`src/rtl/mdu_arbiter.sv`:
```
// Shares one multiplier and one iterative divider between the two EX issue pipes.
// Pipe c (older) is always served before pipe p; results are written to HI/LO.
module mdu_arbiter #(
  parameter int MUL_LAT = 2,
  parameter int CNT_W   = 3
) (
  input  logic        clk,
  input  logic        resetn,
  input  logic        flush,
  input  logic        ex_stall,
  input  logic        c_req,
  input  logic [1:0]  c_op,
  input  logic [31:0] c_a,
  input  logic [31:0] c_b,
  input  logic        p_req,
  input  logic [1:0]  p_op,
  input  logic [31:0] p_a,
  input  logic [31:0] p_b,
  output logic        mul_start,
  output logic        mul_signed,
  output logic [31:0] mul_a,
  output logic [31:0] mul_b,
  input  logic [63:0] mul_result,
  output logic        div_start,
  output logic        div_cancel,
  output logic        div_signed,
  output logic [31:0] div_a,
  output logic [31:0] div_b,
  input  logic        div_done,
  input  logic [31:0] div_q,
  input  logic [31:0] div_r,
  output logic        hilo_we,
  output logic [31:0] hi_wdata,
  output logic [31:0] lo_wdata,
  output logic        c_stall_req,
  output logic        p_stall_req
);

  typedef enum logic [1:0] {
    IDLE     = 2'd0,
    MUL_BUSY = 2'd1,
    DIV_BUSY = 2'd2,
    WB       = 2'd3
  } state_e;

  localparam logic [CNT_W-1:0] CNT_LAST = CNT_W'(MUL_LAT);

  state_e           state_q, state_d;
  logic             owner_q, owner_d;
  logic [CNT_W-1:0] cnt_q, cnt_d;
  logic             c_done_q, c_done_d;
  logic             p_done_q, p_done_d;
  logic             sgn_q, sgn_d;
  logic [31:0]      a_q, a_d;
  logic [31:0]      b_q, b_d;
  logic [63:0]      res_q, res_d;

  logic        c_pend, p_pend, sel_p, idle_go, sel_b_zero, div_zero, ex_adv;
  logic [1:0]  sel_op;
  logic [31:0] sel_a, sel_b;

  // Request selection: c always wins while it still has an op outstanding.
  always_comb begin
    c_pend     = c_req & ~c_done_q;
    p_pend     = p_req & ~p_done_q & ~c_pend;
    sel_p      = ~c_pend;
    sel_op     = sel_p ? p_op : c_op;
    sel_a      = sel_p ? p_a  : c_a;
    sel_b      = sel_p ? p_b  : c_b;
    sel_b_zero = (sel_b == 32'd0);
    idle_go    = (state_q == IDLE) & (c_pend | p_pend) & ~flush;
  end

  assign mul_start  = idle_go & ~sel_op[1];
  assign div_start  = idle_go &  sel_op[1] & ~sel_b_zero;
  assign div_zero   = idle_go &  sel_op[1] &  sel_b_zero;

  assign mul_signed = mul_start ? ~sel_op[0] : ((state_q == MUL_BUSY) & sgn_q);
  assign mul_a      = mul_start ? sel_a : ((state_q == MUL_BUSY) ? a_q : 32'd0);
  assign mul_b      = mul_start ? sel_b : ((state_q == MUL_BUSY) ? b_q : 32'd0);
  assign div_signed = div_start ? ~sel_op[0] : ((state_q == DIV_BUSY) & sgn_q);
  assign div_a      = div_start ? sel_a : ((state_q == DIV_BUSY) ? a_q : 32'd0);
  assign div_b      = div_start ? sel_b : ((state_q == DIV_BUSY) ? b_q : 32'd0);
  assign div_cancel = flush & (state_q == DIV_BUSY);

  assign hilo_we    = (state_q == WB) & ~flush;
  assign hi_wdata   = hilo_we ? res_q[63:32] : 32'd0;
  assign lo_wdata   = hilo_we ? res_q[31:0]  : 32'd0;

  // A pipe's stall drops in its own write-back cycle so EX can advance there.
  assign c_stall_req = c_req & ~c_done_q & ~((state_q == WB) & ~owner_q);
  assign p_stall_req = p_req & ~p_done_q & ~((state_q == WB) &  owner_q);
  assign ex_adv      = ~ex_stall & ~c_stall_req & ~p_stall_req;

  always_comb begin
    state_d  = state_q;
    owner_d  = owner_q;
    cnt_d    = cnt_q;
    c_done_d = c_done_q;
    p_done_d = p_done_q;
    sgn_d    = sgn_q;
    a_d      = a_q;
    b_d      = b_q;
    res_d    = res_q;
    unique case (state_q)
      IDLE: begin
        if (mul_start | div_start) begin
          owner_d = sel_p;
          sgn_d   = ~sel_op[0];
          a_d     = sel_a;
          b_d     = sel_b;
          state_d = mul_start ? MUL_BUSY : DIV_BUSY;
          cnt_d   = mul_start ? CNT_W'(1) : '0;
        end else if (div_zero) begin
          if (sel_p) p_done_d = 1'b1;
          else       c_done_d = 1'b1;
        end
      end
      MUL_BUSY: begin
        if (cnt_q == CNT_LAST) begin
          res_d   = mul_result;
          cnt_d   = '0;
          state_d = WB;
        end else begin
          cnt_d = cnt_q + CNT_W'(1);
        end
      end
      DIV_BUSY: begin
        if (div_done) begin
          res_d   = {div_r, div_q};
          state_d = WB;
        end
      end
      WB: begin
        if (owner_q) p_done_d = 1'b1;
        else         c_done_d = 1'b1;
        state_d = IDLE;
      end
      default: state_d = IDLE;
    endcase
    // EX advancing retires both slots; a new instruction must not inherit a done flag.
    if (ex_adv) begin
      c_done_d = 1'b0;
      p_done_d = 1'b0;
    end
    if (flush) begin
      state_d  = IDLE;
      cnt_d    = '0;
      c_done_d = 1'b0;
      p_done_d = 1'b0;
    end
  end

  always_ff @(posedge clk or negedge resetn) begin
    if (!resetn) begin
      state_q  <= IDLE;
      owner_q  <= 1'b0;
      cnt_q    <= '0;
      c_done_q <= 1'b0;
      p_done_q <= 1'b0;
    end else begin
      state_q  <= state_d;
      owner_q  <= owner_d;
      cnt_q    <= cnt_d;
      c_done_q <= c_done_d;
      p_done_q <= p_done_d;
    end
  end

  // Operand and result holding registers; outputs are gated by state, so no reset needed.
  always_ff @(posedge clk) begin
    sgn_q <= sgn_d;
    a_q   <= a_d;
    b_q   <= b_d;
    res_q <= res_d;
  end

endmodule

```
`config.mk`:
```
export PLATFORM = sky130hd
export DESIGN_NAME = mdu_arbiter
export DESIGN_NICKNAME = d
export VERILOG_FILES = /design/src/rtl/mdu_arbiter.sv
export SDC_FILE = /design/constraint.sdc
export NUM_CORES = 1
export LEC_CHECK = 0
export BUFFER_PORTS_ARGS = -buffer_cell sky130_fd_sc_hd__buf_2
export CAP_MARGIN = 0
export CORE_AREA = 4 4 182 184
export DETAILED_ROUTE_END_ITERATION = 8
export DIE_AREA = 0 0 186 188
export GPL_TIMING_DRIVEN = 0
export MAX_ROUTING_LAYER = met4
export PLACE_DENSITY = 0.5
export REMOVE_ABC_BUFFERS = 1
export SYNTH_ARGS = -nofsm -noshare
export SYNTH_HDL_FRONTEND = slang
export SYNTH_SLANG_ARGS = --single-unit
```
`constraint.sdc`:
```
create_clock -name clk -period 12.8 [get_ports clk]
set_input_delay 0.64 -clock clk [delete_from_list [all_inputs] [get_ports clk]]
set_output_delay 0.64 -clock clk [all_outputs]
set_load 0.01 [all_outputs]
```
# Word level (Yosys, flattened, before mapping)

Cells that the tools add are included.
W data, S select, Z words.

Register bits: 137
Bits of input ports: 267

$add $sub $neg: 1
Equality and inequality tests: 15
Multiplexer cells: 43
Bitwise logic cells: 34
Reduce and logical (&&, ||, !) cells: 11

Operator list:

| operator              | count |
|---|---|
| $mux W32              | 12 |
| $mux W64              | 2 |
| $pmux W64 S2          | 1 |
| $logic_not A32 Y1     | 1 |
| $ne A4 B4 Y1 const B  | 6 |
| $and A1 B1 Y1         | 19 |
| $mux W1               | 15 |
| $not A1 Y1            | 13 |
| $mux W2               | 6 |
| $reduce_and A5 Y1     | 2 |
| $mux W3               | 3 |
| $pmux W2 S4           | 1 |
| $ne A3 B2 Y1 const B  | 2 |
| $pmux W3 S2           | 1 |
| $reduce_and A3 Y1     | 2 |
| $eq A2 B2 Y1 const B  | 2 |
| $pmux W1 S2           | 2 |
| $reduce_and A2 Y1     | 2 |
| $reduce_bool A4 Y1    | 1 |
| $add A3 B1 Y3 const B | 1 |
| $eq A3 B2 Y1 const B  | 1 |
| $ne A3 B3 Y1 const B  | 1 |
| $reduce_bool A3 Y1    | 1 |
| $eq A2 B1 Y1 const B  | 1 |
| 5 further kinds       | 6 |

# Logic depth before layout (Yosys ltp)

Depth in word-level cells: 14
Gate-level depth with buffers: 10
Depth with buffers taken out: 9

# Worst setup path after synthesis

OpenSTA, ideal clock, no wires.

Path type: reg2reg
Start: register state_q[0]
End: register res_q[0] (enable)
Arrival: 4.211 ns
Data required time: 12.314 ns
Slack: 8.103 ns
Cell stages (with the launch flop): 8
Path buffers: 3
Period minus slack after synthesis: 4.697 ns
Cell sequence: dfrtp_1 inv_1 ha_1 clkbuf_1 clkbuf_1 clkbuf_1 mux2i_1 nor2_1

Word-level cells in the longest chain between the ends: 3
Elaborated cells between the ends (all ways): 6
Those cells by class: 4 x eq/ne; 2 x reduce/logical

RTL lines:

| item                                                 | RTL line | source |
|---|---|---|
| from (decl)                                          | 48       | `state_e state_q, state_d;` |
| from (signal assigned)                               | 162      | `state_q <= state_d;` |
| $eq A2 B1 Y1 / $eq A2 B2 Y1 (equally long branches)  | 105      | `unique case (state_q)` |
| $ne A2 B1 Y1 (no line), or another cell as far along | --       |  |
| $reduce_and A3 Y1 (no line) (*)                      | --       |  |
| to (signal assigned)                                 | 175      | `res_q <= res_d;` |
| to (decl)                                            | 56       | `logic [63:0] res_q, res_d;` |

Mark *: on every way between the ends. The rest lies on a longest branch, timed or not.
A chain may end at the register's enable or synchronous reset.

# Final worst setup path

Start: register c_done_q
End: output div_a[7]

Word-level cells in the longest chain between the ends: 10
Elaborated cells between the ends (all ways): 15
Those cells by class: 4 x mux; 10 x bitwise; 1 x reduce/logical

RTL lines:

| item                       | RTL line | source |
|---|---|---|
| from (decl)                | 51       | `logic c_done_q, c_done_d;` |
| from (signal assigned)     | 165      | `c_done_q <= c_done_d;` |
| $not A1 Y1 (*)             | 64       | `c_pend = c_req & ~c_done_q;` |
| $and A1 B1 Y1 (*)          | 64       |  |
| $not A1 Y1                 | 65       | `p_pend = p_req & ~p_done_q & ~c_pend;` |
| $and A1 B1 Y1              | 65       |  |
| $or A1 B1 Y1               | 71       | `idle_go = (state_q == IDLE) & (c_pend \| p_pend) & ~flush;` |
| $and A1 B1 Y1 (2 in a row) | 71       |  |
| $and A1 B1 Y1 (2 in a row) | 75       | `assign div_start = idle_go & sel_op[1] & ~sel_b_zero;` |
| $mux W32 (*)               | 82       | `assign div_a = div_start ? sel_a : ((state_q == DIV_BUSY) ? a_q : 32'd0);` |
| to (decl)                  | 27       | `output logic [31:0] div_a,` |

Marks and branches as above.

==> key figures <==
Timing
  – Final setup TNS: 0 ns
  – Worst Slack Setup Final: 8.17 ns
  – Pins over their slew limit: 0
  – Setup Skew: 0.00785 ns
  – Worst hold slack: 0.0708 ns
  – RSZ-0062 raised after global routing: false
  – FMAX: 216 MHz
  – Final period util: 0.362
  – Fin crit period: 4.63 ns
  – Final setup vio count: 0
  – Worst-Margin Slew: 1.06 ns
  – Relative slew slack: 0.295
  – Count of final hold-check violations: 0

Floorplan
  – Die span in y: 188 um
  – Num rows: 65
  – Die ar.: 35000 um^2
  – Die X: 186 um
  – Core outline area: 31400 um^2
  – I/O pin count: 467
  – Starting Density: 0.273

Yosys
  – Post-Synth Simple-Gate Area: 0.155
  – Largest family of logic cells by synthesized area: multiplexers
  – Most common cell in the netlist: mux2i_1
  – Yosys reg bits: 137
  – Prevailing post-synth register cell: edfxtp_1
  – EDFF count, synth: 129
  – Seq/Total Area, Yosys: 0.476
  – Post-synthesis async set-or-reset flop share: 0.0584
  – Xor and xnor area share after synthesis: 0
  – Synth unique cells: 39
  – Area share of the largest cell type after synthesis: 0.453
  – Compound-Gate Fraction of Synth Area: 0.0614
  – Synthesized area per cell: 10.3 um^2
  – Cells after synthesis: 829
  – Mapped cell area: 8560 um^2
  – Post-synth top cells: mux2i_1, edfxtp_1, nand2_1
  – Synth Area in Adders: 0.00731
  – Largest area contributor in the netlist: edfxtp_1
  – Most area-consuming cells after synthesis: edfxtp_1, mux2i_1, mux2_2
  – Warnings from Yosys: 0
  – Multiplexer share of the synthesized area: 0.240

Power and ir drop
  – Maximum vdd drop: 0.0855 mV
  – Internal power: 1.31 mW
  – Power share of the combinational group: 0.398
  – Sequential share of power: 0.341
  – Sw frac: 0.357
  – Clock Power Share: 0.261
  – Pwr per Cell Area: 168 nW/um^2
  – Sw power: 728 uW
  – Pwr Total: 2.04 mW
  – Pleak: 5.69 nW

Worst setup path
  – CP Max Fanout: 49
  – Slowest stage cell, crit path: a222oi_1
  – CP Cell Sequence: nand2b_4, buf_16, nand3_1, a222oi_1, a31oi_4, buf_16, buf_16, buf_12, mux2i_1, buf_2
  – Arr. time, crit path: 3.99 ns
  – Reg-to-reg startpoint: c_done_q
  – WP data required: 12.16 ns
  – Largest stage delay, worst path: 0.90 ns
  – Worst Setup End Kind: primary output
  – Crit Path Class: reg2out
  – Cell mode on critical path: buf_16
  – Worst setup SP type: flop
  – CP startpoint: c_done_q

GRT
  – First-pass GRT wire length: 47.2 mm
  – Global route total overflow: 0
  – Vias in the first global route: 7945
  – Total track usage: 0.182
  – Initial antenna violation count: 10
  – Pin count of the biggest net entering global routing: 91

Hold path
  – Hold Crit Class: in2async

Run status
  – Status: completed

Clock tree
  – Worst skew pair latency: 0.42 ns
  – H-tree levels: 4
  – CTS clk-pin slew, worst paths: 0.06 ns
  – PostCTS Resize Cnt: 0
  – Clk Tree Root Cell: clkbuf_16
  – Clock tree from TritonCTS: built
  – Hold buffers post-CTS: 0
  – Max Root-Sink Buffers: 2
  – Num CTS Buffers: 17
  – Post-CTS setup buffer count: 0
  – Clk sinks: 137

Cells and area
  – Finished Core Util: 0.387
  – # nets final: 1537
  – Layout cell share with drive strength beyond 1: 0.454
  – Area delta synth->final: 41.9%
  – Post-route design area: 12100 um^2
  – Fin cells: 1687

Flow run
  – Max-cap violations: 0

Routing
  – Iter 0 DRT Violations: 324
  – Vias/cell: 4.70
  – Wire per inst: 19.3 um
  – Antenna-violating nets left: 0
  – Drt drc: 0
  – 1st-pass router iterations: 4
  – Routed wire length: 32.6 mm
  – Vias post-DR: 7933

Place
  – RePlAce Congestion: 0.875
  – HPWL Detailed: 25.6 mm
  – Dpl ws: 8.19 ns
  – DP Cell Count: 1648
  – Post-Place Cell Area: 11500 um^2
  – Input/output buffers: 466
cell type report:
class / count / area, um^2
fillers: 3239 / 19300
flip-flops and latches: 137 / 4070
multi-input cells: 560 / 4040
repair buffers: 478 / 2630
well taps: 402 / 503
clock buffers: 21 / 440
inverters: 71 / 267
clock inverters: 11 / 171
diodes: 7 / 17.5
sequential cells by signal (all words and copies together) (netlist names):
signal / cells
a_q: 32
b_q: 32
c_done_q: 1
cnt_q: 3
owner_q: 1
p_done_q: 1
res_q: 64
sgn_q: 1
state_q: 2
power by group through the flow:
stage	Clock [mW]	Combinational, mW	Sequential [mW]
floorplan	0	0.513	0.697
global placement	0	0.859	0.713
detailed placement	0	0.824	0.701
CTS	0.550	0.826	0.694
global route	0.568	0.888	0.707
finish	0.531	0.812	0.694
critical path, delay by kind of cell, from the launching register on:
family          cells  cell delay [ns]
flops               1             0.38
simple gates        2             0.62
buf+inv             5             1.10
compound gates      2             1.17
mux                 1             0.19
cells in the final DEF, fill, tap and decap left out, types with 3 or more instances in the layout:
| cell | n |
|---|---|
| clkinv_4 | 3 |
| diode_2 | 7 |
| edfxtp_1 | 129 |
| buf_12 | 5 |
| a21oi_1 | 6 |
| nor4_1 | 10 |
| mux2i_1 | 131 |
| buf_16 | 7 |
| nand2b_1 | 5 |
| ha_1 | 3 |
| bufinv_16 | 4 |
| nor2_1 | 10 |
| nor2b_1 | 4 |
| nand2_1 | 80 |
| buf_2 | 466 |
| nand3_1 | 77 |
| o21ai_0 | 68 |
| clkbuf_16 | 17 |
| clkbuf_1 | 4 |
| and2_1 | 65 |
| inv_1 | 71 |
| dfrtp_1 | 8 |
| nor3_1 | 6 |
| mux2_2 | 66 |
logic make-up (layout without fill, tap and decap cells):
group,Yosys count,after routing
flip-flops,137,137
AND/OR/NAND/NOR,265,265
multiplexers,197,197
adder cells (fa/ha/maj),5,5
buffers and inverters,132,581
AO/OA/AOI/OAI,93,93
other,0,7
final timing paths:
| check | slack, ns | to | cells after the start |
|---|---|---|---|
| setup / recovery | 8.17 | div_a[7] | 10 |
| hold / removal | 0.07 | state_q[1] | 1 |
| setup reg to reg | 9.20 | a_q[8] | 7 |
| hold reg to reg | 0.54 | cnt_q[2] | 1 |
| max in group asynchronous | 12.53 | cnt_q[2] | 1 |
| min in group clk | 0.52 | res_q[36] | 2 |
layer usage:
layer / vias to the layer above / wire, um / part of all wire / GRT usage
met1: 3699 / 12500 / 0.38 / 0.200
met5: - / 0 / 0 / -
met2: 377 / 16400 / 0.50 / 0.314
met4: 0 / 575 / 0.018 / 0.0493
met3: 32 / 3090 / 0.095 / 0.0590
li1: 3825 / - / - / -
No activity file was read; power rests on OpenSTA's default activity.
